--- config.mk ---
export PLATFORM = sky130hd
export DESIGN_NAME = serial_tx_adapter
export DESIGN_NICKNAME = d
export VERILOG_FILES = /design/src/rtl/serial_tx_pkg.sv /design/src/rtl/serial_tx_adapter_sync_fifo.sv /design/src/rtl/serial_tx_adapter.sv
export SDC_FILE = /design/constraint.sdc
export NUM_CORES = 1
export LEC_CHECK = 0
export ABC_AREA = 1
export CAP_MARGIN = 20
export CORE_ASPECT_RATIO = 1.5
export CORE_UTILIZATION = 30
export CTS_BUF_LIST = sky130_fd_sc_hd__clkbuf_2 sky130_fd_sc_hd__clkbuf_4 sky130_fd_sc_hd__clkbuf_8
export CTS_CLUSTER_DIAMETER = 40
export DETAILED_ROUTE_END_ITERATION = 7
export GPL_TIMING_DRIVEN = 0
export RECOVER_POWER = 25
export SYNTH_ARGS = -nofsm -noshare
export SYNTH_HDL_FRONTEND = slang
export SYNTH_SLANG_ARGS = --single-unit
--- constraint.sdc ---
create_clock -name clk -period 6.8 [get_ports clk]
set_clock_uncertainty 0.1 [all_clocks]
set_input_delay 1.36 -clock clk [delete_from_list [all_inputs] [get_ports clk]]
set_output_delay 1.36 -clock clk [all_outputs]
set_load 0.02 [all_outputs]
--- src/rtl/serial_tx_pkg.sv ---
// Shared definitions for the memory-mapped serial transmitter.
// Contents: register indices, STATUS/CONTROL bit positions, STATUS
// layout struct and the transmit FSM state type.
package serial_tx_pkg;

  localparam int unsigned DATA_W    = 8;
  localparam int unsigned BAUD_W    = 8;
  localparam int unsigned BIT_IDX_W = 3;

  // Register window decoded from address_out[1:0]
  localparam logic [1:0] REG_TXDATA  = 2'd0;
  localparam logic [1:0] REG_STATUS  = 2'd1;
  localparam logic [1:0] REG_CONTROL = 2'd2;
  localparam logic [1:0] REG_BAUD    = 2'd3;

  // STATUS bit positions
  localparam int unsigned ST_FULL  = 0;
  localparam int unsigned ST_EMPTY = 1;
  localparam int unsigned ST_BUSY  = 2;
  localparam int unsigned ST_OVR   = 6;
  localparam int unsigned ST_IRQ   = 7;

  // CONTROL bit positions
  localparam int unsigned CTL_IRQ_EN = 0;
  localparam int unsigned CTL_FLUSH  = 1;

  // STATUS read layout, MSB first
  typedef struct packed {
    logic       irq;
    logic       ovr;
    logic [2:0] rsvd;
    logic       busy;
    logic       empty;
    logic       full;
  } status_t;

  typedef enum logic [1:0] {
    IDLE  = 2'd0,
    START = 2'd1,
    DATA  = 2'd2,
    STOP  = 2'd3
  } tx_state_t;

endpackage

--- src/rtl/serial_tx_adapter_sync_fifo.sv ---
// Synchronous FIFO used as the transmit byte queue.
// Ports:
//   clk, reset_n   clock, async active-low reset
//   i_push/i_wdata write one entry (ignored when full unless popping too)
//   i_pop/o_rdata  read one entry (o_rdata is the head, valid when !o_empty)
//   i_flush        discard all entries
//   o_full/o_empty/o_count  occupancy after the current edge
module sync_fifo #(
  parameter  int unsigned WIDTH = 8,
  parameter  int unsigned DEPTH = 8,
  localparam int unsigned AW    = $clog2(DEPTH)
) (
  input  logic             clk,
  input  logic             reset_n,
  input  logic             i_push,
  input  logic             i_pop,
  input  logic             i_flush,
  input  logic [WIDTH-1:0] i_wdata,
  output logic [WIDTH-1:0] o_rdata,
  output logic             o_full,
  output logic             o_empty,
  output logic [AW:0]      o_count
);

  logic [WIDTH-1:0] r_mem [DEPTH];
  logic [AW:0]      r_wr_ptr;
  logic [AW:0]      r_rd_ptr;
  logic             w_do_push;
  logic             w_do_pop;

  // Extra pointer MSB distinguishes full from empty when indices match
  assign o_empty = (r_wr_ptr == r_rd_ptr);
  assign o_full  = (r_wr_ptr[AW] != r_rd_ptr[AW]) &&
                   (r_wr_ptr[AW-1:0] == r_rd_ptr[AW-1:0]);
  assign o_count = r_wr_ptr - r_rd_ptr;
  assign o_rdata = r_mem[r_rd_ptr[AW-1:0]];

  // A push into a full queue is legal when the head leaves on the same edge
  assign w_do_pop  = i_pop & ~o_empty;
  assign w_do_push = i_push & (~o_full | w_do_pop);

  // Storage
  always_ff @(posedge clk) begin
    if (w_do_push) begin
      r_mem[r_wr_ptr[AW-1:0]] <= i_wdata;
    end
  end

  // Pointers; flush snaps the read pointer onto the write pointer
  always_ff @(posedge clk or negedge reset_n) begin
    if (!reset_n) begin
      r_wr_ptr <= '0;
      r_rd_ptr <= '0;
    end else begin
      if (w_do_push) begin
        r_wr_ptr <= r_wr_ptr + (AW+1)'(1);
      end
      if (i_flush) begin
        r_rd_ptr <= r_wr_ptr;
      end else if (w_do_pop) begin
        r_rd_ptr <= r_rd_ptr + (AW+1)'(1);
      end
    end
  end

endmodule

--- src/rtl/serial_tx_adapter.sv ---
// Memory-mapped 8N1 serial transmitter on the 6502 data bus.
// Ports:
//   clk, reset_n              clock, async active-low reset
//   chip_en, wrt_en           bus select and write strobe
//   register_select[1:0]      TXDATA / STATUS / CONTROL / BAUD
//   data_in[7:0]              CPU write data
//   data_out[7:0]             read data, combinational from register_select
//   tx_out                    serial line, idles high
//   irq_n                     active-low "transmitter drained" interrupt
module serial_tx_adapter
  import serial_tx_pkg::*;
#(
  parameter int unsigned FIFO_DEPTH  = 8,
  parameter logic [7:0]  DEFAULT_DIV = 8'd15
) (
  input  logic       clk,
  input  logic       reset_n,
  input  logic       chip_en,
  input  logic       wrt_en,
  input  logic [1:0] register_select,
  input  logic [7:0] data_in,
  output logic [7:0] data_out,
  output logic       tx_out,
  output logic       irq_n
);

  localparam int unsigned FIFO_AW = $clog2(FIFO_DEPTH);

  // Bus decode
  logic w_wr;
  logic w_push;
  logic w_status_wr;
  logic w_ctrl_wr;
  logic w_baud_wr;
  logic w_flush;

  assign w_wr        = chip_en & wrt_en;
  assign w_push      = w_wr & (register_select == REG_TXDATA);
  assign w_status_wr = w_wr & (register_select == REG_STATUS);
  assign w_ctrl_wr   = w_wr & (register_select == REG_CONTROL);
  assign w_baud_wr   = w_wr & (register_select == REG_BAUD);
  assign w_flush     = w_ctrl_wr & data_in[CTL_FLUSH];

  // Transmit queue
  logic [DATA_W-1:0] w_rdata;
  logic              w_full;
  logic              w_empty;
  logic [FIFO_AW:0]  w_count;
  logic              w_pop;

  sync_fifo #(
    .WIDTH (DATA_W),
    .DEPTH (FIFO_DEPTH)
  ) u_fifo (
    .clk     (clk),
    .reset_n (reset_n),
    .i_push  (w_push),
    .i_pop   (w_pop),
    .i_flush (w_flush),
    .i_wdata (data_in),
    .o_rdata (w_rdata),
    .o_full  (w_full),
    .o_empty (w_empty),
    .o_count (w_count)
  );

  // Registers
  tx_state_t            r_state;
  tx_state_t            w_state_n;
  logic [BAUD_W-1:0]    r_timer;
  logic [BAUD_W-1:0]    w_timer_n;
  logic [BIT_IDX_W-1:0] r_bit;
  logic [BIT_IDX_W-1:0] w_bit_n;
  logic [DATA_W-1:0]    r_shift;
  logic [DATA_W-1:0]    w_shift_n;
  logic                 r_tx;
  logic                 w_tx_n;
  logic [BAUD_W-1:0]    r_baud;
  logic                 r_irq_en;
  logic                 r_ovr;
  logic                 r_irq;
  logic                 w_bit_end;
  logic [BAUD_W-1:0]    w_timer_dec;

  assign w_bit_end   = (r_timer == '0);
  assign w_timer_dec = r_timer - BAUD_W'(1);

  // FSM state register
  always_ff @(posedge clk or negedge reset_n) begin
    if (!reset_n) begin
      r_state <= IDLE;
    end else begin
      r_state <= w_state_n;
    end
  end

  // FSM next state, bit timer, shifter and line level.
  // Each new bit reloads the timer from BAUD, so a divider change lands on the next bit.
  always_comb begin
    w_state_n = r_state;
    w_timer_n = r_timer;
    w_bit_n   = r_bit;
    w_shift_n = r_shift;
    w_tx_n    = r_tx;
    w_pop     = 1'b0;
    case (r_state)
      IDLE: begin
        w_tx_n = 1'b1;
        if (!w_empty) begin
          w_pop     = 1'b1;
          w_shift_n = w_rdata;
          w_timer_n = r_baud;
          w_state_n = START;
          w_tx_n    = 1'b0;
        end
      end
      START: begin
        if (w_bit_end) begin
          w_state_n = DATA;
          w_timer_n = r_baud;
          w_bit_n   = '0;
          w_tx_n    = r_shift[0];
        end else begin
          w_timer_n = w_timer_dec;
        end
      end
      DATA: begin
        if (w_bit_end) begin
          w_timer_n = r_baud;
          if (r_bit == BIT_IDX_W'(7)) begin
            w_state_n = STOP;
            w_tx_n    = 1'b1;
          end else begin
            w_bit_n   = r_bit + BIT_IDX_W'(1);
            w_shift_n = {1'b0, r_shift[DATA_W-1:1]};
            w_tx_n    = r_shift[1];
          end
        end else begin
          w_timer_n = w_timer_dec;
        end
      end
      STOP: begin
        if (w_bit_end) begin
          // Chain straight into the next start bit when more data is queued
          if (!w_empty) begin
            w_pop     = 1'b1;
            w_shift_n = w_rdata;
            w_timer_n = r_baud;
            w_state_n = START;
            w_tx_n    = 1'b0;
          end else begin
            w_state_n = IDLE;
            w_tx_n    = 1'b1;
          end
        end else begin
          w_timer_n = w_timer_dec;
        end
      end
      default: begin
        w_state_n = IDLE;
        w_tx_n    = 1'b1;
      end
    endcase
  end

  // Datapath registers
  always_ff @(posedge clk or negedge reset_n) begin
    if (!reset_n) begin
      r_timer <= '0;
      r_bit   <= '0;
      r_shift <= '0;
      r_tx    <= 1'b1;
    end else begin
      r_timer <= w_timer_n;
      r_bit   <= w_bit_n;
      r_shift <= w_shift_n;
      r_tx    <= w_tx_n;
    end
  end

  // CPU-visible control state
  always_ff @(posedge clk or negedge reset_n) begin
    if (!reset_n) begin
      r_baud   <= DEFAULT_DIV;
      r_irq_en <= 1'b0;
      r_ovr    <= 1'b0;
    end else begin
      if (w_baud_wr) begin
        r_baud <= data_in;
      end
      if (w_ctrl_wr) begin
        r_irq_en <= data_in[CTL_IRQ_EN];
      end
      // Overflow only when the push really had nowhere to go
      if (w_status_wr) begin
        r_ovr <= 1'b0;
      end else if (w_push & w_full & ~w_pop) begin
        r_ovr <= 1'b1;
      end
    end
  end

  // Drained interrupt: queue empty and FSM idle, one register stage late
  always_ff @(posedge clk or negedge reset_n) begin
    if (!reset_n) begin
      r_irq <= 1'b0;
    end else begin
      r_irq <= r_irq_en & (w_count == (FIFO_AW+1)'(0)) & (r_state == IDLE);
    end
  end

  // Read mux
  status_t w_status;

  always_comb begin
    w_status       = '0;
    w_status.irq   = r_irq;
    w_status.ovr   = r_ovr;
    w_status.busy  = (r_state != IDLE);
    w_status.empty = w_empty;
    w_status.full  = w_full;
  end

  always_comb begin
    data_out = '0;
    case (register_select)
      REG_TXDATA:  data_out = '0;
      REG_STATUS:  data_out = w_status;
      REG_CONTROL: data_out = {7'b0, r_irq_en};
      REG_BAUD:    data_out = r_baud;
      default:     data_out = '0;
    endcase
  end

  assign tx_out = r_tx;
  assign irq_n  = ~r_irq;

endmodule

==> results.ini, run 1 <==
[worst_setup_path]
cp_top_family=buffers and inverters
cp.required_ns=5.34
critPathLaunchType=flop
path_max_fanout=10
worstPathCellList=buf_2, clkinv_1, ha_1, nand2_2, nor2_4, buf_6, nand3_2, o221ai_1, clkdlybuf4s50_1
cp.arrival_ns=3.20
crit_slowest_cell=clkdlybuf4s50_1
max_stage_delay_ns=0.64
end_kind=output port
path_buf_inv=4
path_class=reg -> out

[power_and_ir_drop]
peakVddDrop_mv=0.204
power_w=0.00258
power_density_nw_per_um2=432
p_leak_nw=2.45

[grt]
grt_max_degree=22
grt_pass1_vias=4019
grt_usage_pct=15.9
antenna_found_initial=0
grt_pass1_wl_mm=21.3
overflow=0

[clocking]
cts_sinks=105
ctsHoldBuffers=0
clockBufferDepth=2
cts_tree=built
post-cts-setup-buffer-count=0
cts_buffers=9
root_buffer=clkbuf_8
h-tree-depth=3
clk_latency_ns=0.38
clk_transition_reported_paths_ns=0.11
cts_resized=0

[yosys]
synth_mux_area_share_pct=0.213
ys_seq_elements=105
syn-cell-area_um2=5280
synth-compound-area-share_pct=7.18
synthCells=572
synthAdderAreaFrac_pct=3.22
synth_top_area_share_pct=36.4
synthXorXnorAreaFrac_pct=1.33
synthSimpleGateAreaFrac_pct=26.5
post-synth-top-area-cell=edfxtp_1
synth_nets=599
synthTopCellsByArea=edfxtp_1 36%, dfrtp_1 17%, nand2_1 10%
syn_avg_cell_area_um2=9.23
seq_area_frac_synth_pct=55.9
ys_warn_count=0
synthDistinctLibCells=39
synth_top_family_by_area=simple AND/OR/NAND/NOR gates

[final_layout]
drive_gt1_share_pct=10.5
mostFrequentLayoutCell=nand2_1
diodes=0
fin_nets=634
syn_to_final_growth_pct=13.1
layout_common_cells=145 x nand2_1, 91 x nand3_1, 64 x edfxtp_1

[floorplan]
die_area_um2=18100
placementRows=59
die_w_um=110
die_height_um=164
core_area_um2=17300
start_util_pct=30.6
io_pins=24

[timing]
min_period_ns=4.66
worst_pin_slew_ns=1.21
fmax_mhz=215
setup_violations=0
final-hold-violation-count=0
setup_tns_ns=0
rsz0062_at_grt=no
whs_ns=0.388
timing.final.crit_share_pct=68.5
slew_violations=0
slew_headroom_pct=19.6

[detailed_routing]
post-route-drc-count=0
dr.pass1.iters=4
viasPerCell=4.87
wl_per_cell_um=16.0
vias=4019
drt-initial-drc-count=196
wl_mm=13.2
postRouteAntennaNets=0

[placed_design]
io_buffer_count=23
gp_congestion=0.875
place_hpwl_mm=9.65

[status]
status=finished, final reports clean

[min_path]
hold_class=reg -> reg

[run]
maxCapViolations=0

-- cells by family after synthesis --
logic type,count (synthesis)
simple gates,308
xor+xnor,8
buf+inv,69
flops,105
compound gates,68
mux,1
fa+ha+maj,13
-- power breakdown --
part / internal (W) / switching [W] / total, W
Combinational: 0.000457 / 0.000869 / 0.00133
Clock: 0.000176 / 0.000220 / 0.000396
Sequential: 0.000787 / 0.0000674 / 0.000855
Total: 0.00142 / 0.00116 / 0.00258
-- final timing paths --
check	slack (ns)	to	depth (start not counted)	from
hold reg to reg	0.39	r_shift[2]	2	r_shift[2]
setup reg to reg	3.25	u_fifo.r_mem[4][3]	10	u_fifo.r_rd_ptr[1]
min in group asynchronous	1.09	u_fifo.r_rd_ptr[2]	1	reset_n
max in group asynchronous	3.84	r_timer[4]	2	reset_n
setup / recovery	2.14	data_out[0]	9	u_fifo.r_rd_ptr[2]
hold / removal	0.39	r_shift[2]	2	r_shift[2]
-- layer usage --
metal  vias up  global-route usage, %  share of wire [%]
met5         -                      0                  0
met4         0                   6.34                2.6
met3        26                   2.49                2.9
met2        76                   29.6                 55
met1      1915                   17.6                 40
li1       2002                      -                  -
-- sequential cells by signal (all words and copies together), names as in the netlist --
signal           flops
u_fifo.r_wr_ptr      4
r_ovr                1
r_baud               8
r_bit                3
r_irq                1
r_shift              8
r_timer              8
r_irq_en             1
u_fifo.r_mem        64
r_state              2
u_fifo.r_rd_ptr      4
tx_out               1
-- worst reg2reg max path, cell delays in order (launching register included) --
cell,delay [ns]
dfrtp_1,0.46
inv_1,0.21
buf_1,0.50
ha_1,0.34
nand2_2,0.10
nor2_4,0.05
a21boi_1,0.19
nand2_1,0.19
nand3_4,0.14
nand3_2,0.12
nor2_1,0.78
-- cells in the mapped netlist --
| master | number |
|---|---|
| nand4_1 | 4 |
| a21oi_1 | 9 |
| buf_1 | 1 |
| nand3_1 | 91 |
| and3_1 | 1 |
| o221ai_1 | 1 |
| nor2_2 | 3 |
| nor3_1 | 3 |
| nor2_1 | 42 |
| dfstp_2 | 5 |
| o21ai_2 | 3 |
| xor2_1 | 7 |
| dfrtp_1 | 36 |
| ha_1 | 12 |
| buf_4 | 2 |
| a21boi_1 | 1 |
| edfxtp_1 | 64 |
| buf_6 | 2 |
| nand3_2 | 6 |
| o211ai_1 | 1 |
| or2_2 | 1 |
| o21ai_0 | 42 |
| nand3_4 | 1 |
| inv_2 | 2 |
| o31ai_1 | 1 |
| fa_1 | 1 |
| clkbuf_1 | 8 |
| buf_2 | 11 |
| nand2_1 | 145 |
| nor2_4 | 2 |
| xnor2_1 | 1 |
| nand2_2 | 6 |
| o22ai_1 | 5 |
| o21ai_1 | 4 |
| inv_1 | 42 |
| clkinv_1 | 1 |
| o21a_4 | 1 |
| mux2_2 | 1 |
| nand2_4 | 3 |
-- cell type report --
cell class                      count  area (um2)
Fill cell                        1805       11300
Clock buffer                       10         131
Inverter                           45         169
Tap cell                          213         267
Clock inverter                      6        65.1
Sequential cell                   105        2950
Timing Repair Buffer               24         228
Multi-Input combinational cell    398        2030
Buffer                             24         125
-- through the flow --
step | cells | cell area (um2) | worst slack [ns] | utilization [%]
floorplan | 572 | 5280 | 3.38 | -
finish | 825 | 5970 | 2.14 | 34.6
CTS | 825 | 6000 | 2.06 | 34.7
global route | 825 | 5970 | 1.94 | 34.6
detailed placement | 809 | 5800 | 2.23 | 33.6
global placement | 808 | 5780 | 2.23 | 33.4
Power figures use the tool's default switching activity.
==> run 2, diff against run 1 <==
clock period = 4.3 ns   (was 6.8 ns; I/O delays follow)
==> run 2 against run 1 <==
  * Utilization is essentially flat
  * Global-route usage is the same
  * Flip-flop and latch count is the same
  * Power grew 58%
  * Die area is the same
  * Worst hold slack is essentially flat
  * Critical path type unchanged
  * Design area is essentially flat
  * Cell count is the same
  * Sequential share of layout area is essentially flat
  * Sequential power grew 58%
  * Combinational power grew 58%
  * Via count shrank 0.50%
==> results.ini, run 2 (same netlist as run 1, synthesis figures left out) <==
[status]
status=finished, final reports clean

[worst_setup_path]
reg2reg_from=u_fifo.r_rd_ptr[1]
cp.arrival_ns=3.09
path_max_fanout=10
cp.required_ns=3.34
end_kind=output port
critPathLaunchType=flop
path_class=reg -> out
crit_start=u_fifo.r_rd_ptr[2]

[timing]
whs_ns=0.389
setup_violations=0
fmax_mhz=247
finalWorstSetupSlack_ns=0.255
min_period_ns=4.05
setup_tns_ns=0
rsz0062_at_grt=no
final-hold-violation-count=0
slew_violations=0
timing.final.crit_share_pct=94.1
worst_pin_slew_ns=1.21
slew_headroom_pct=19.6

[detailed_routing]
dr.pass1.iters=4
viasPerCell=4.85
post-route-drc-count=0
wl_per_cell_um=16.1
vias=3999
postRouteAntennaNets=0
wl_mm=13.3
drt-initial-drc-count=196

[min_path]
hold_class=reg -> reg
worstHoldStart=r_shift[2]

[grt]
overflow=0
grt_pass1_wl_mm=21.3
antenna_found_initial=0
grt_usage_pct=15.9
grt_max_degree=22
grt_pass1_vias=4019

[final_layout]
layout_common_cells=145 x nand2_1, 91 x nand3_1, 64 x edfxtp_1
mostFrequentLayoutCell=nand2_1
largest_register_ffs=64
syn_to_final_growth_pct=13.2
drive_gt1_share_pct=10.8
utilization_pct=34.6
fin_nets=634
diodes=0

[floorplan]
die_w_um=110
die_height_um=164
io_pins=24
start_util_pct=30.6
core_area_um2=17300
die_area_um2=18100
placementRows=59

[clocking]
cts_tree=built
post-cts-setup-buffer-count=0
clockBufferDepth=2
cts_buffers=9
h-tree-depth=3
clk_latency_ns=0.38
cts_sinks=105
root_buffer=clkbuf_8
clk_transition_reported_paths_ns=0.11

[power_and_ir_drop]
peakVddDrop_mv=0.322
p_sw_share_pct=44.9
p_seq_share_pct=33.2
p_comb_share_pct=51.5
p_leak_nw=2.45
power.internal_w=0.00225
p_sw_w=0.00183
power.clock.fraction_pct=15.4
power_density_nw_per_um2=682

[placed_design]
place_hpwl_mm=9.65
io_buffer_count=23
gp_congestion=0.875
pre_cts_slack_ns=0.507

[run]
maxCapViolations=0

==> run 2: metal layers <==
| layer | vias to the layer above | routed length (um) | GRT usage (%) |
|---|---|---|---|
| li1 | 1998 | - | - |
| met1 | 1911 | 5300 | 17.6 |
| met2 | 70 | 7320 | 29.6 |
| met3 | 20 | 380 | 2.49 |
| met4 | 0 | 248 | 6.34 |
| met5 | - | 0 | 0 |
==> run 2: worst paths after layout <==
path | cells after the start | to | slack [ns]
setup reg to reg | 10 | u_fifo.r_mem[4][3] | 0.77
hold / removal | 2 | r_shift[2] | 0.39
hold reg to reg | 2 | r_shift[2] | 0.39
min in group asynchronous | 1 | u_fifo.r_rd_ptr[2] | 0.59
max in group asynchronous | 2 | r_timer[4] | 1.84
setup / recovery | 9 | data_out[0] | 0.25
==> run 2: final cells by class <==
cell class	count	area (um2)
Multi-Input combinational cell	398	2030
Tap cell	213	267
Fill cell	1805	11300
Clock inverter	6	65.1
Timing Repair Buffer	24	228
Buffer	24	126
Inverter	45	173
Clock buffer	10	131
Sequential cell	105	2950
==> run 2: worst max-delay path: stages (launching register included) <==
cell	delay, ns
dfrtp_1	0.35
buf_2	0.29
clkinvlp_4	0.31
ha_1	0.43
nand2_2	0.09
nor2_4	0.12
buf_6	0.17
nand3_2	0.11
o221ai_1	0.19
clkdlybuf4s50_1	0.64
==> run 2: repair_timing <==
item                                    4_1_cts  5_1_grt
resized for setup                             0        1
endpoints found under the setup margin        0        1
hold buffers                                  0        0
==> run 2: power by group through the flow <==
stage	clock, W	combinational [W]	sequential [W]
detailed placement	0	0.00211	0.00137
floorplan	0	0.00157	0.00135
global placement	0	0.00208	0.00137
global route	0.000675	0.00238	0.00137
CTS	0.000641	0.00212	0.00135
finish	0.000627	0.00210	0.00135
==> run 2: through the flow <==
stage	instances	power [W]	area, um2
floorplan	572	0.00291	5280
global placement	808	0.00345	5780
detailed placement	809	0.00348	5800
CTS	825	0.00411	6000
global route	825	0.00442	5970
finish	825	0.00408	5970
==> RTL change, RTL diff (settings of run 2) <==
Make the reset (`reset_n`) synchronous in 5 clocked blocks. Comments in the files are not updated.
--- a/src/rtl/serial_tx_adapter_sync_fifo.sv
+++ b/src/rtl/serial_tx_adapter_sync_fifo.sv
@@ -47,7 +47,7 @@
   end
 
   // Pointers; flush snaps the read pointer onto the write pointer
-  always_ff @(posedge clk or negedge reset_n) begin
+  always_ff @(posedge clk) begin
     if (!reset_n) begin
       r_wr_ptr <= '0;
       r_rd_ptr <= '0;
--- a/src/rtl/serial_tx_adapter.sv
+++ b/src/rtl/serial_tx_adapter.sv
@@ -86,7 +86,7 @@
   assign w_timer_dec = r_timer - BAUD_W'(1);
 
   // FSM state register
-  always_ff @(posedge clk or negedge reset_n) begin
+  always_ff @(posedge clk) begin
     if (!reset_n) begin
       r_state <= IDLE;
     end else begin
@@ -164,7 +164,7 @@
   end
 
   // Datapath registers
-  always_ff @(posedge clk or negedge reset_n) begin
+  always_ff @(posedge clk) begin
     if (!reset_n) begin
       r_timer <= '0;
       r_bit   <= '0;
@@ -179,7 +179,7 @@
   end
 
   // CPU-visible control state
-  always_ff @(posedge clk or negedge reset_n) begin
+  always_ff @(posedge clk) begin
     if (!reset_n) begin
       r_baud   <= DEFAULT_DIV;
       r_irq_en <= 1'b0;
@@ -201,7 +201,7 @@
   end
 
   // Drained interrupt: queue empty and FSM idle, one register stage late
-  always_ff @(posedge clk or negedge reset_n) begin
+  always_ff @(posedge clk) begin
     if (!reset_n) begin
       r_irq <= 1'b0;
     end else begin
Check against the original RTL: differs if reset_n is asserted again (counterexample within 4 cycles, from zero or initial values and one cycle with reset_n low); with reset_n held inactive, the same outputs for 10 cycles.
==> RTL change against run 2 <==
- area after synthesis shrank 1.6%
- core utilization rose by 0.45 points
- final area down 1.3%
- wire length shrank 4.5%
- worst setup slack better by 0.42 ns
- critical path depth is 1 lower
- synthesized cell count rose by 1.4%
- final cell count rose by 0.48%
- sequential cell count grew 3
- total power shrank 15%
- maximum frequency rose by 12%
==> RTL change: results (changes against run 2) <==
* Routability congestion estimate at 0.8447 (-3.5%)
* TritonRoute pass-1 iters at 4 (unchanged)
* Worst Setup SP: u_fifo.r_wr_ptr[0]$_SDFFE_PN0P_
* Hold EP: r_shift[6]$_SDFFE_PN0P_
* Largest net degree at the start of global routing at 20 (-9.1%)
* Hold crit path type: reg2reg
* Share of cells above drive strength 1 at 0.1131 (+0.005242)
* Root Driver: clkbuf_8
* Xor/xnor share of the synthesized area at 0.01180 (-0.001469)
* Peak VDD IR at 0.2964 mV (-8.1%)
* Final net count at 642 (+1.3%)
* R2R Path End: u_fifo.r_mem[2][2]$_DFFE_PP_
* DP HPWL at 9.326 mm (-3.3%)
* Reg2Reg Setup Slack at 1.34 ns (+0.57 ns)
* Synthesized Nets at 608 (+1.5%)
* Metal2 WL at 6.765 mm (-7.6%)
* Port bufs at 23 (unchanged)
* Min-delay src: r_shift[6]$_SDFFE_PN0P_
* Vias per cell at 4.852 (about the same)
* CP arrival at 2.66 ns (-0.43 ns)
* Leak at 2.254 nW (-7.9%)
* Hold Path Cell Cnt at 2 (unchanged)
* Average wire per standard cell at 15.26 um (-5.0%)
* Async SR Flop Fraction at 0 (-0.3905)
* Post-CTS resize count at 0 (unchanged)
* Syn Area/Cell at 8.957 um^2 (-3.0%)
* Status: complete, no violations
* Slew margin rel. at 0.3949 (+0.1986)
* Multiplexer share of the synthesized area at 0.001927 (-0.0002059)
* Largest cells by area after synthesis: edfxtp_1 37%, dfxtp_1 17%, nand2_1 9.2%
* Unique masters post-synth at 40 (+2.6%)
* Vias in the first global route at 3,865 (-3.8%)
* Wire length on met1 at 5.188 mm (-2.2%)
* GRT Overall Usage at 0.1522 (-0.006832)
* Compound-Gate Fraction of Synth Area at 0.09682 (+0.02502)
* Starting DRT DRC Count at 203 (+3.6%)
* # placed instances at 813 (+0.49%)
* # Post-CTS Setup Buffers at 0 (unchanged)
* Met3 wire len at 375 um (-1.3%)
* Vias at 4,022 (+0.58%)
* Synth Area in Adders at 0.03372 (+0.001491)
* First-pass GRT wire length at 20.39 mm (-4.2%)
[RTL change: metrics by stage]
stage               worst slack [ns]  hold slack, ns  instance area, um^2  power, mW  utilization
floorplan                      1.743          0.3371                 5195      2.434            -
global placement              0.7699          0.3469                 5688      2.836       0.3378
detailed placement            0.7736          0.3512                 5688      2.845       0.3378
CTS                           0.6543          0.3686                 5898      3.501       0.3503
global route                  0.4964          0.3932                 5898      3.750       0.3503
finish                        0.6783          0.3682                 5898      3.474       0.3503
[RTL change: kinds of logic (layout without fill, tap and decap cells)]
| kind of cell | Yosys count | count (layout) |
|---|---|---|
| and+or+nand+nor | 291 | 291 |
| DFF | 108 | 108 |
| AOI/OAI and AO/OA | 91 | 91 |
| buffers and inverters | 68 | 107 |
| adders and majority gates | 14 | 14 |
| xor gates and xnor gates | 7 | 7 |
| muxes | 1 | 1 |
[RTL change: layout make-up]
class | instances | area [um^2]
tap | 210 | 262.8
inverter | 50 | 187.7
clock buffer | 10 | 131.4
multi-input combinational | 404 | 2113
timing repair buffer | 23 | 230.2
clock inverter | 6 | 78.83
sequential | 108 | 2803
buffer | 18 | 91.34
fill | 1749 | 10940
[RTL change: worst max path at each step]
stage	to	slack [ns]	cells past startpoint
floorplan	data_out[7]	1.74	4
global placement	data_out[0]	0.77	4
detailed placement	u_fifo.r_mem[0][4]$_DFFE_PP_	0.77	5
CTS	data_out[1]	0.65	8
global route	data_out[1]	0.50	8
finish	data_out[1]	0.68	8
[RTL change: routing by layer]
layer | track usage | vias to the layer above
met2 | 0.2782 | 76
met4 | 0.07515 | 0
met1 | 0.1712 | 1885
li1 | - | 2043
met5 | 0 | -
met3 | 0.01756 | 18
[RTL change: report_power, final]
part,total (mW),internal [mW],switching (mW)
sequential,1.24,1.18,0.0629
clock,0.662,0.290,0.372
combinational,1.57,0.537,1.03
